$ cat src/rtl/game_flow_if.sv
// Handshake/status bundle between the game-flow controller and its neighbours
// (debouncers and collision detector in, render/obstacle logic out).
interface game_flow_if #(
   parameter int LIFE_W  = 2,
   parameter int SCORE_W = 16
);
   logic               tick;
   logic               jump;
   logic               pause;
   logic               collided;
   logic [2:0]         state;
   logic [LIFE_W-1:0]  lives;
   logic [SCORE_W-1:0] score;
   logic [SCORE_W-1:0] hi_score;
   logic               run_en;
   logic               new_record;

   modport master (
      output tick, jump, pause, collided,
      input  state, lives, score, hi_score, run_en, new_record
   );

   modport slave (
      input  tick, jump, pause, collided,
      output state, lives, score, hi_score, run_en, new_record
   );
endinterface

$ cat src/rtl/game_flow_fsm.sv
// Runner game flow controller: INIT -> READY countdown -> RUN, with PAUSE,
// multi-life HIT freeze, DEAD restart lockout, score and high-score tracking.
module game_flow_fsm #(
   parameter int LIVES        = 3,
   parameter int LIFE_W       = 2,
   parameter int SCORE_W      = 16,
   parameter int START_DELAY  = 16,
   parameter int HIT_FREEZE   = 32,
   parameter int RESTART_LOCK = 8,
   parameter int TMR_W        = 8
) (
   input  logic        clk,
   input  logic        rst,
   game_flow_if.slave  bus
);
   localparam logic [2:0] S_INIT  = 3'b000;
   localparam logic [2:0] S_READY = 3'b001;
   localparam logic [2:0] S_RUN   = 3'b010;
   localparam logic [2:0] S_PAUSE = 3'b011;
   localparam logic [2:0] S_HIT   = 3'b100;
   localparam logic [2:0] S_DEAD  = 3'b101;

   localparam logic [TMR_W-1:0]   T_START = TMR_W'(START_DELAY);
   localparam logic [TMR_W-1:0]   T_HIT   = TMR_W'(HIT_FREEZE);
   localparam logic [TMR_W-1:0]   T_LOCK  = TMR_W'(RESTART_LOCK);
   localparam logic [TMR_W-1:0]   T_ONE   = TMR_W'(1);
   localparam logic [LIFE_W-1:0]  L_FULL  = LIFE_W'(LIVES);
   localparam logic [LIFE_W-1:0]  L_ONE   = LIFE_W'(1);

   logic [2:0]         state;
   logic [TMR_W-1:0]   timer;
   logic [LIFE_W-1:0]  lives;
   logic [SCORE_W-1:0] score;
   logic [SCORE_W-1:0] hi_score;
   logic               new_record;
   logic               jump_q;
   logic               pause_q;
   logic               jr;
   logic               pr;

   assign jr = bus.jump  & ~jump_q;
   assign pr = bus.pause & ~pause_q;

   always_ff @(posedge clk or negedge rst) begin
      if (!rst) begin
         state      <= S_INIT;
         timer      <= '0;
         lives      <= L_FULL;
         score      <= '0;
         hi_score   <= '0;
         new_record <= 1'b0;
         jump_q     <= 1'b0;
         pause_q    <= 1'b0;
      end else begin
         jump_q     <= bus.jump;
         pause_q    <= bus.pause;
         new_record <= 1'b0;
         case (state)
            S_INIT: begin
               if (jr) begin
                  state <= S_READY;
                  timer <= T_START;
                  lives <= L_FULL;
                  score <= '0;
               end
            end
            S_READY, S_HIT: begin
               // Countdown ends on the tick that sees timer==1.
               if (bus.tick) begin
                  if (timer == T_ONE) state <= S_RUN;
                  else                timer <= timer - T_ONE;
               end
            end
            S_RUN: begin
               if (bus.collided) begin
                  if (lives <= L_ONE) begin
                     state <= S_DEAD;
                     lives <= '0;
                     timer <= T_LOCK;
                     if (score > hi_score) begin
                        hi_score   <= score;
                        new_record <= 1'b1;
                     end
                  end else begin
                     state <= S_HIT;
                     lives <= lives - L_ONE;
                     timer <= T_HIT;
                  end
               end else if (pr) begin
                  state <= S_PAUSE;
               end else if (bus.tick && score != {SCORE_W{1'b1}}) begin
                  score <= score + 1'b1;
               end
            end
            S_PAUSE: begin
               if (pr) state <= S_RUN;
            end
            S_DEAD: begin
               // Lock is tested on the registered timer, so a jr alongside
               // the zeroing tick is still locked out.
               if (timer == '0) begin
                  if (jr) state <= S_INIT;
               end else if (bus.tick) begin
                  timer <= timer - T_ONE;
               end
            end
            default: state <= S_INIT;
         endcase
      end
   end

   assign bus.state      = state;
   assign bus.lives      = lives;
   assign bus.score      = score;
   assign bus.hi_score   = hi_score;
   assign bus.run_en     = (state == S_RUN);
   assign bus.new_record = new_record;
endmodule

$ cat src/flat_wrapper.sv
// flat-port wrapper written by rule: the top's interface ports become plain ports
module game_flow_fsm_flat 
#(
   parameter int LIVES        = 3,
   parameter int LIFE_W       = 2,
   parameter int SCORE_W      = 16,
   parameter int START_DELAY  = 16,
   parameter int HIT_FREEZE   = 32,
   parameter int RESTART_LOCK = 8,
   parameter int TMR_W        = 8
)
  (clk, rst, bus_tick, bus_jump, bus_pause, bus_collided, bus_state, bus_lives, bus_score, bus_hi_score, bus_run_en, bus_new_record);
  game_flow_if #(.LIFE_W(LIFE_W), .SCORE_W(SCORE_W)) bus_i ();
  input  logic clk;
  input  logic rst;
  input wire logic [$bits(bus_i.tick)-1:0] bus_tick;
  input wire logic [$bits(bus_i.jump)-1:0] bus_jump;
  input wire logic [$bits(bus_i.pause)-1:0] bus_pause;
  input wire logic [$bits(bus_i.collided)-1:0] bus_collided;
  output wire logic [$bits(bus_i.state)-1:0] bus_state;
  output wire logic [$bits(bus_i.lives)-1:0] bus_lives;
  output wire logic [$bits(bus_i.score)-1:0] bus_score;
  output wire logic [$bits(bus_i.hi_score)-1:0] bus_hi_score;
  output wire logic [$bits(bus_i.run_en)-1:0] bus_run_en;
  output wire logic [$bits(bus_i.new_record)-1:0] bus_new_record;
  assign bus_i.tick = bus_tick;
  assign bus_i.jump = bus_jump;
  assign bus_i.pause = bus_pause;
  assign bus_i.collided = bus_collided;
  assign bus_state = bus_i.state;
  assign bus_lives = bus_i.lives;
  assign bus_score = bus_i.score;
  assign bus_hi_score = bus_i.hi_score;
  assign bus_run_en = bus_i.run_en;
  assign bus_new_record = bus_i.new_record;
  game_flow_fsm #(.LIVES(LIVES), .LIFE_W(LIFE_W), .SCORE_W(SCORE_W), .START_DELAY(START_DELAY), .HIT_FREEZE(HIT_FREEZE), .RESTART_LOCK(RESTART_LOCK), .TMR_W(TMR_W)) u_core (.clk(clk), .rst(rst), .bus(bus_i));
endmodule
$ cat config.mk
export PLATFORM = sky130hd
export DESIGN_NAME = game_flow_fsm_flat
export DESIGN_NICKNAME = d
export VERILOG_FILES = /design/src/rtl/game_flow_if.sv /design/src/rtl/game_flow_fsm.sv /design/src/flat_wrapper.sv
export SDC_FILE = /design/constraint.sdc
export NUM_CORES = 1
export LEC_CHECK = 0
export BUFFER_PORTS_ARGS = -buffer_cell sky130_fd_sc_hd__buf_2
export CAP_MARGIN = 20
export CORE_MARGIN = 2
export CORE_UTILIZATION = 55
export CTS_BUF_LIST = sky130_fd_sc_hd__clkbuf_8 sky130_fd_sc_hd__clkbuf_16
export CTS_CLUSTER_DIAMETER = 40
export CTS_CLUSTER_SIZE = 10
export DETAILED_ROUTE_END_ITERATION = 8
export PLACE_DENSITY = 0.78
export SETUP_SLACK_MARGIN = 0.4
export SLEW_MARGIN = 5
export SYNTH_ARGS = -nofsm -noshare
export SYNTH_HDL_FRONTEND = slang
export SYNTH_SLANG_ARGS = --single-unit
export TNS_END_PERCENT = 10
$ cat constraint.sdc
create_clock -name clk -period 3.3 [get_ports clk]
set_input_delay 0.33 -clock clk [delete_from_list [all_inputs] [get_ports clk]]
set_output_delay 0.33 -clock clk [all_outputs]
set_load 0.1 [all_outputs]
Word-level counts from Yosys, hierarchy flattened
Cells that the tools add are included.
{"block": "word_totals", "inputBits": 6, "mem_count": 0, "mem_bits_rw": 0, "rom_bits": 0, "latch_bits": 0, "word_cells": 80, "output_inout_bits": 39, "reg_bits": 48}
{"block": "classes", "n_reduce_logical": 11, "n_eq_ne": 21, "n_mul": 0, "addsub": 3, "order_cmp": 2, "mux": 31, "shift": 0, "bitwise_logic": 4, "div_mod_pow": 0}
{"operator": "$mux W16", "n": 4}
{"operator": "$mux W8", "n": 6}
{"operator": "$pmux W16 S2", "n": 1}
{"operator": "$pmux W8 S4", "n": 1}
{"operator": "$mux W3", "n": 8}
{"operator": "$add A16 B1 Y16 const B", "n": 1}
{"operator": "$gt A16 B16 Y1", "n": 1}
{"operator": "$ne A16 B16 Y1 const B", "n": 1}
{"operator": "$pmux W3 S5", "n": 1}
{"operator": "$ne A2 B2 Y1 const B", "n": 7}
{"operator": "$reduce_and A7 Y1", "n": 2}
{"operator": "$ne A2 B1 Y1 const B", "n": 6}
{"operator": "$eq A8 B1 Y1 const B", "n": 1}
{"operator": "$logic_not A8 Y1", "n": 1}
{"operator": "$sub A8 B1 Y8 const B", "n": 1}
{"operator": "$eq A3 B2 Y1 const B", "n": 2}
{"operator": "$eq A3 B3 Y1 const B", "n": 2}
{"operator": "$mux W2", "n": 3}
{"operator": "$mux W6", "n": 1}
{"operator": "$mux W1", "n": 5}
{"operator": "$reduce_and A5 Y1", "n": 1}
{"operator": "$pmux W2 S2", "n": 1}
{"operator": "$reduce_and A4 Y1", "n": 1}
{"operator": "$reduce_bool A4 Y1", "n": 1}
{"operator": "other kinds (11)", "n": 13}

Depth between registers and ports, before layout
{"block": "logic_depth", "word_depth": 6, "mapped_depth": 8, "ltp_nobuf": 7}

Worst setup path before layout
No wires, ideal clock.
{"block": "synth_timing", "path_kind": "register to register", "startpoint": "reg u_core.state[1] (netlist: u_core.bus.state[1])", "endpoint": "reg u_core.score[1] (netlist: u_core.bus.score[1])", "t_required_ns": 3.216, "synth_period_minus_slack_ns": 3.089, "arrival_time_ns": 3.004, "path_buffers": 0, "path_stages_with_launch": 5, "setup_ns": 0.084, "slack_ns": 0.211, "cell_sequence": "dfrtp_1 clkinv_1 nor2_1 nand2_1 o21ai_0"}
{"block": "synth_via", "elab_chain_len": 3, "word_cells_on_any_way": 9, "classes_between": "5 x eq/ne; 1 x mux; 3 x reduce/logical"}
{"item": "from (decl)", "line": "game_flow_fsm.sv:30", "text": "logic [2:0] state;"}
{"item": "from (signal assigned)", "line": "game_flow_fsm.sv:46", "text": "state <= S_INIT;"}
{"item": "from (signal assigned)", "line": "game_flow_fsm.sv:61", "text": "state <= S_READY;"}
{"item": "from (signal assigned)", "line": "game_flow_fsm.sv:70", "text": "if (timer == T_ONE) state <= S_RUN;"}
{"item": "$eq A3 B2 Y1 *"}
{"item": "named net bus_run_en", "line": "flat_wrapper.sv:24", "text": "output wire logic [$bits(bus_i.run_en)-1:0] bus_run_en;"}
{"item": "$ne A2 B2 Y1 (no line) (tied with other cells)"}
{"item": "$reduce_and A5 Y1 (no line)"}
{"item": "to (signal assigned)", "line": "game_flow_fsm.sv:92", "text": "score <= score + 1'b1;"}
{"item": "to (decl)", "line": "game_flow_fsm.sv:33", "text": "logic [SCORE_W-1:0] score;"}
Mark *: on every way through the listed nets, which the timed path passes. The rest lies on a longest branch.
A chain may end at the register's enable or synchronous reset.

Worst setup path in the final report
{"block": "layout_timing", "startpoint": "reg u_core.score[13] (netlist: u_core.bus.score[13])", "endpoint": "reg u_core.hi_score[6] (netlist: u_core.bus.hi_score[6])"}
{"block": "layout_via", "elab_chain_len": 2}
{"item": "$gt A16 B16 Y1", "line": "game_flow_fsm.sv:80", "text": "if (score > hi_score) begin"}
{"item": "$reduce_and A4 Y1 (no line)"}
{"item": "to (signal assigned)", "line": "game_flow_fsm.sv:81", "text": "hi_score <= score;"}
{"item": "to (decl)", "line": "game_flow_fsm.sv:34", "text": "logic [SCORE_W-1:0] hi_score;"}
No other way between the ends.

==> run metrics <==
Leakage=1.583 nW; main combinational cell family by area after synthesis=simple AND/OR/NAND/NOR gates; grt ovf=0; DRC=0; CP endpoint kind=flip-flop; Layout Area Growth over Synthesis=12.42%; Max-slew headroom=0.5605; Routed WL per cell=16.05 µm; gp weighted congestion=0.8603; EDFF count, synth=0; Seq/Total Area, Yosys=0.4136; crit-path cells=ha_1 > nand4_1 > nor4_1 > o21ai_0 > a31oi_4 > mux2_2; Synth Instances=301; Cell Area, Synth=0.002910 mm²; largest net degree at the start of global routing=49; multi-input logic area=0.001545 mm²; Max stage delay on crit path=0.57 ns; worst slew pin tran=0.6573 ns; Worst path slowest cell=a31oi_4; final setup violation count=0; post-DP HPWL=4842 µm; Int Pwr=0.001149 W; Fin. Hold Viols=0; cts repair resizes=0; fin crit share=0.8049; io pins=45; area fraction of the dominant cell type after synthesis=0.3955; f_max=376.5 MHz; clk_lat worst skew=0.30 ns; ANT nets after route=0; switching pwr=0.001133 W; Clock Path Buffers=2; final slew viol count=0; post-synthesis mux area share=0.07051; cts bufs inserted=5; worst vdd ir=0.7448 mV; clock-pin transition on the worst setup and hold timing paths=0.09 ns; Iter 0 DRT Violations=209; Overall Global Routing Usage=0.2334; Post-Route WL=6678 µm; Die Area=0.005889 mm²; via count=2494; element type at the critical path start=flip-flop; clock power share=0.156; Post-Synth XOR/XNOR Area=0.003009; die height=76.74 µm; DIE WIDTH=76.74 µm; Netlist cell types=51; initial antenna violation count=0; post-layout util=0.6406; FF+latch count, synth=48; CP required=3.49 ns; setup TNS=0 ns; Synth Area in Simple Gates=0.2016; Ys Warns=0; DP Worst Slack=0.6165 ns; RSZ-0062 raised after global routing=false; Hold Crit Class=in -> async; Arr. time, crit path=2.84 ns; vias in the first global route=2371; Diodes inserted=0; Max H-tree Level=2; CTS hold repair buffers=0; top_reg_cell synth=dfrtp_1; skew final=0.006772 ns; Power Density=697.3 mW/mm²; clk root buf=clkbuf_8; Logic pwr share=0.495; global-route wire length before repair=11180 µm; Async S/R FF share, synth=1.000; Max FO, Critical Path=17; post-synthesis adder-cell area fraction=0.08598; syn_area_per_cell=9.669 µm²; post-synthesis compound-gate area fraction=0.1690; register area=0.001204 mm²; vias per inst=5.995; Critical R2R Launch=u_core.bus.score[13]; path type of the worst setup path=reg -> reg; switch share=0.4964; num rows=26; final critical-path setup slack=0.6438 ns; crit path launch=u_core.bus.score[13]; layout cells sized above 1=0.2225; Layout Nets=371; core area=0.005107 mm²; CTS tree=yes; first-pass iteration count of the detailed router=4; outcome=finished, final reports clean; Mapped Nets=327; Synth area leader=dfrtp_1; max cap viols=0; min cycle time layout=2.656 ns; Setup Fix Bufs, Post-CTS=0; clk sink count=48; I/O Buffers=44; Reg power frac=0.349; Starting Density=0.5698; register-to-register setup slack=0.64 ns; Synth area leaders=dfrtp_1 40%, ha_1 8.6%, mux2_2 4.3%, a21oi_1 4.0%, o21ai_0 3.4%; Fillers=455
## final cells by class
class                           instances  share of cell area
Clock buffer                            6             0.02524
Multi-Input combinational cell        218              0.4723
Inverter                               26             0.02983
Timing Repair Buffer                   46             0.07572
Clock inverter                          2            0.002294
Tap cell                               70             0.02677
Sequential cell                        48              0.3679
## registers in the layout, summed over array words and instances (netlist names)
name                   count
u_core.jump_q              1
u_core.bus.new_record      1
u_core.bus.state           3
u_core.timer               8
u_core.pause_q             1
u_core.bus.lives           2
u_core.bus.hi_score       16
u_core.bus.score          16
## path summary, 6_finish.rpt
kind                                               end  cells after the start
worst max-delay path            u_core.bus.hi_score[6]                      6
worst min-delay path            u_core.bus.hi_score[4]                      1
worst max register to register  u_core.bus.hi_score[6]                      6
worst min register to register  u_core.bus.hi_score[9]                      1
max in group asynchronous         u_core.bus.score[11]                      2
min in group clk                        u_core.pause_q                      1
## logic make-up after synthesis
logic type | count (synthesis)
mux | 18
flops | 48
xor+xnor | 1
simple gates | 106
buf+inv | 35
fa+ha+maj | 20
compound gates | 73
## power by group through the flow
stage               logic [W]  clock network (W)  registers, W
detailed placement    0.00112                  0      0.000804
floorplan            0.000697                  0       0.00106
finish                0.00113           0.000356      0.000796
global route          0.00123           0.000392      0.000816
global placement      0.00110                  0      0.000804
CTS                   0.00113           0.000366      0.000794
## per-stage QoR
step	total power (W)	std cells	hold slack [ns]	instance area (µm²)
2_1_floorplan	0.001752	301	0.03441	2913
4_1_cts	0.002287	415	0.1407	3252
6_report	0.002281	416	0.01154	3272
5_1_grt	0.002433	416	0.03216	3272
3_5_place_dp	0.001929	407	0.4587	3162
3_3_place_gp	0.001905	407	0.4562	3162
## synthesized netlist by cell type, types with 2 or more instances
master    number
a21o_1         3
mux2_1         5
inv_1         25
or4_1          6
o31ai_1        9
o21ai_0       20
nand3_1       14
o41ai_1        2
dfrtp_1       46
dfstp_2        2
mux2_2        11
nor3_1         5
and2_1         2
and4_1         5
or3_1         13
buf_6          4
a21oi_1       23
nand4_1        6
nor2b_1        4
and3_1         3
clkbuf_1       3
buf_2          2
nand2_1       19
nor4_1         4
ha_1          20
a31oi_1        2
nor2_1        19
## worst max-delay path: cells and delay by family, from the launching register on
kind / cells / cell delay (ns)
AO/OA/AOI/OAI: 2 / 0.78
adder cells (fa/ha/maj): 1 / 0.32
flip-flops: 1 / 0.47
multiplexers: 1 / 0.41
AND/OR/NAND/NOR: 2 / 0.55
## layer usage
metal	up-vias	GRT usage	part of all wire	routed length, µm
li1	1193	-	-	-
met1	1211	0.3044	0.43	2892
met2	81	0.3930	0.50	3343
met3	9	0.04000	0.053	356
met4	0	0.08000	0.013	85
met5	-	0	0	0
## cells in the final DEF, fill, tap and decap left out, drive strengths merged, types with 2 or more instances in the layout
cell and count:
a21o 3, a21oi 23, a31oi 3, and2 2, and3 3, and4 5
buf 46, clkbuf 6, dfrtp 46, dfstp 2, ha 20, inv 27
mux2 17, nand2 19, nand3 14, nand4 6, nor2 19, nor2b 4
nor3 5, nor4 5, o211ai 2, o21ai 21, o22ai 2, o31ai 9
o41ai 3, or2 2, or3 13, or4 6
Power figures use the tool's default switching activity.
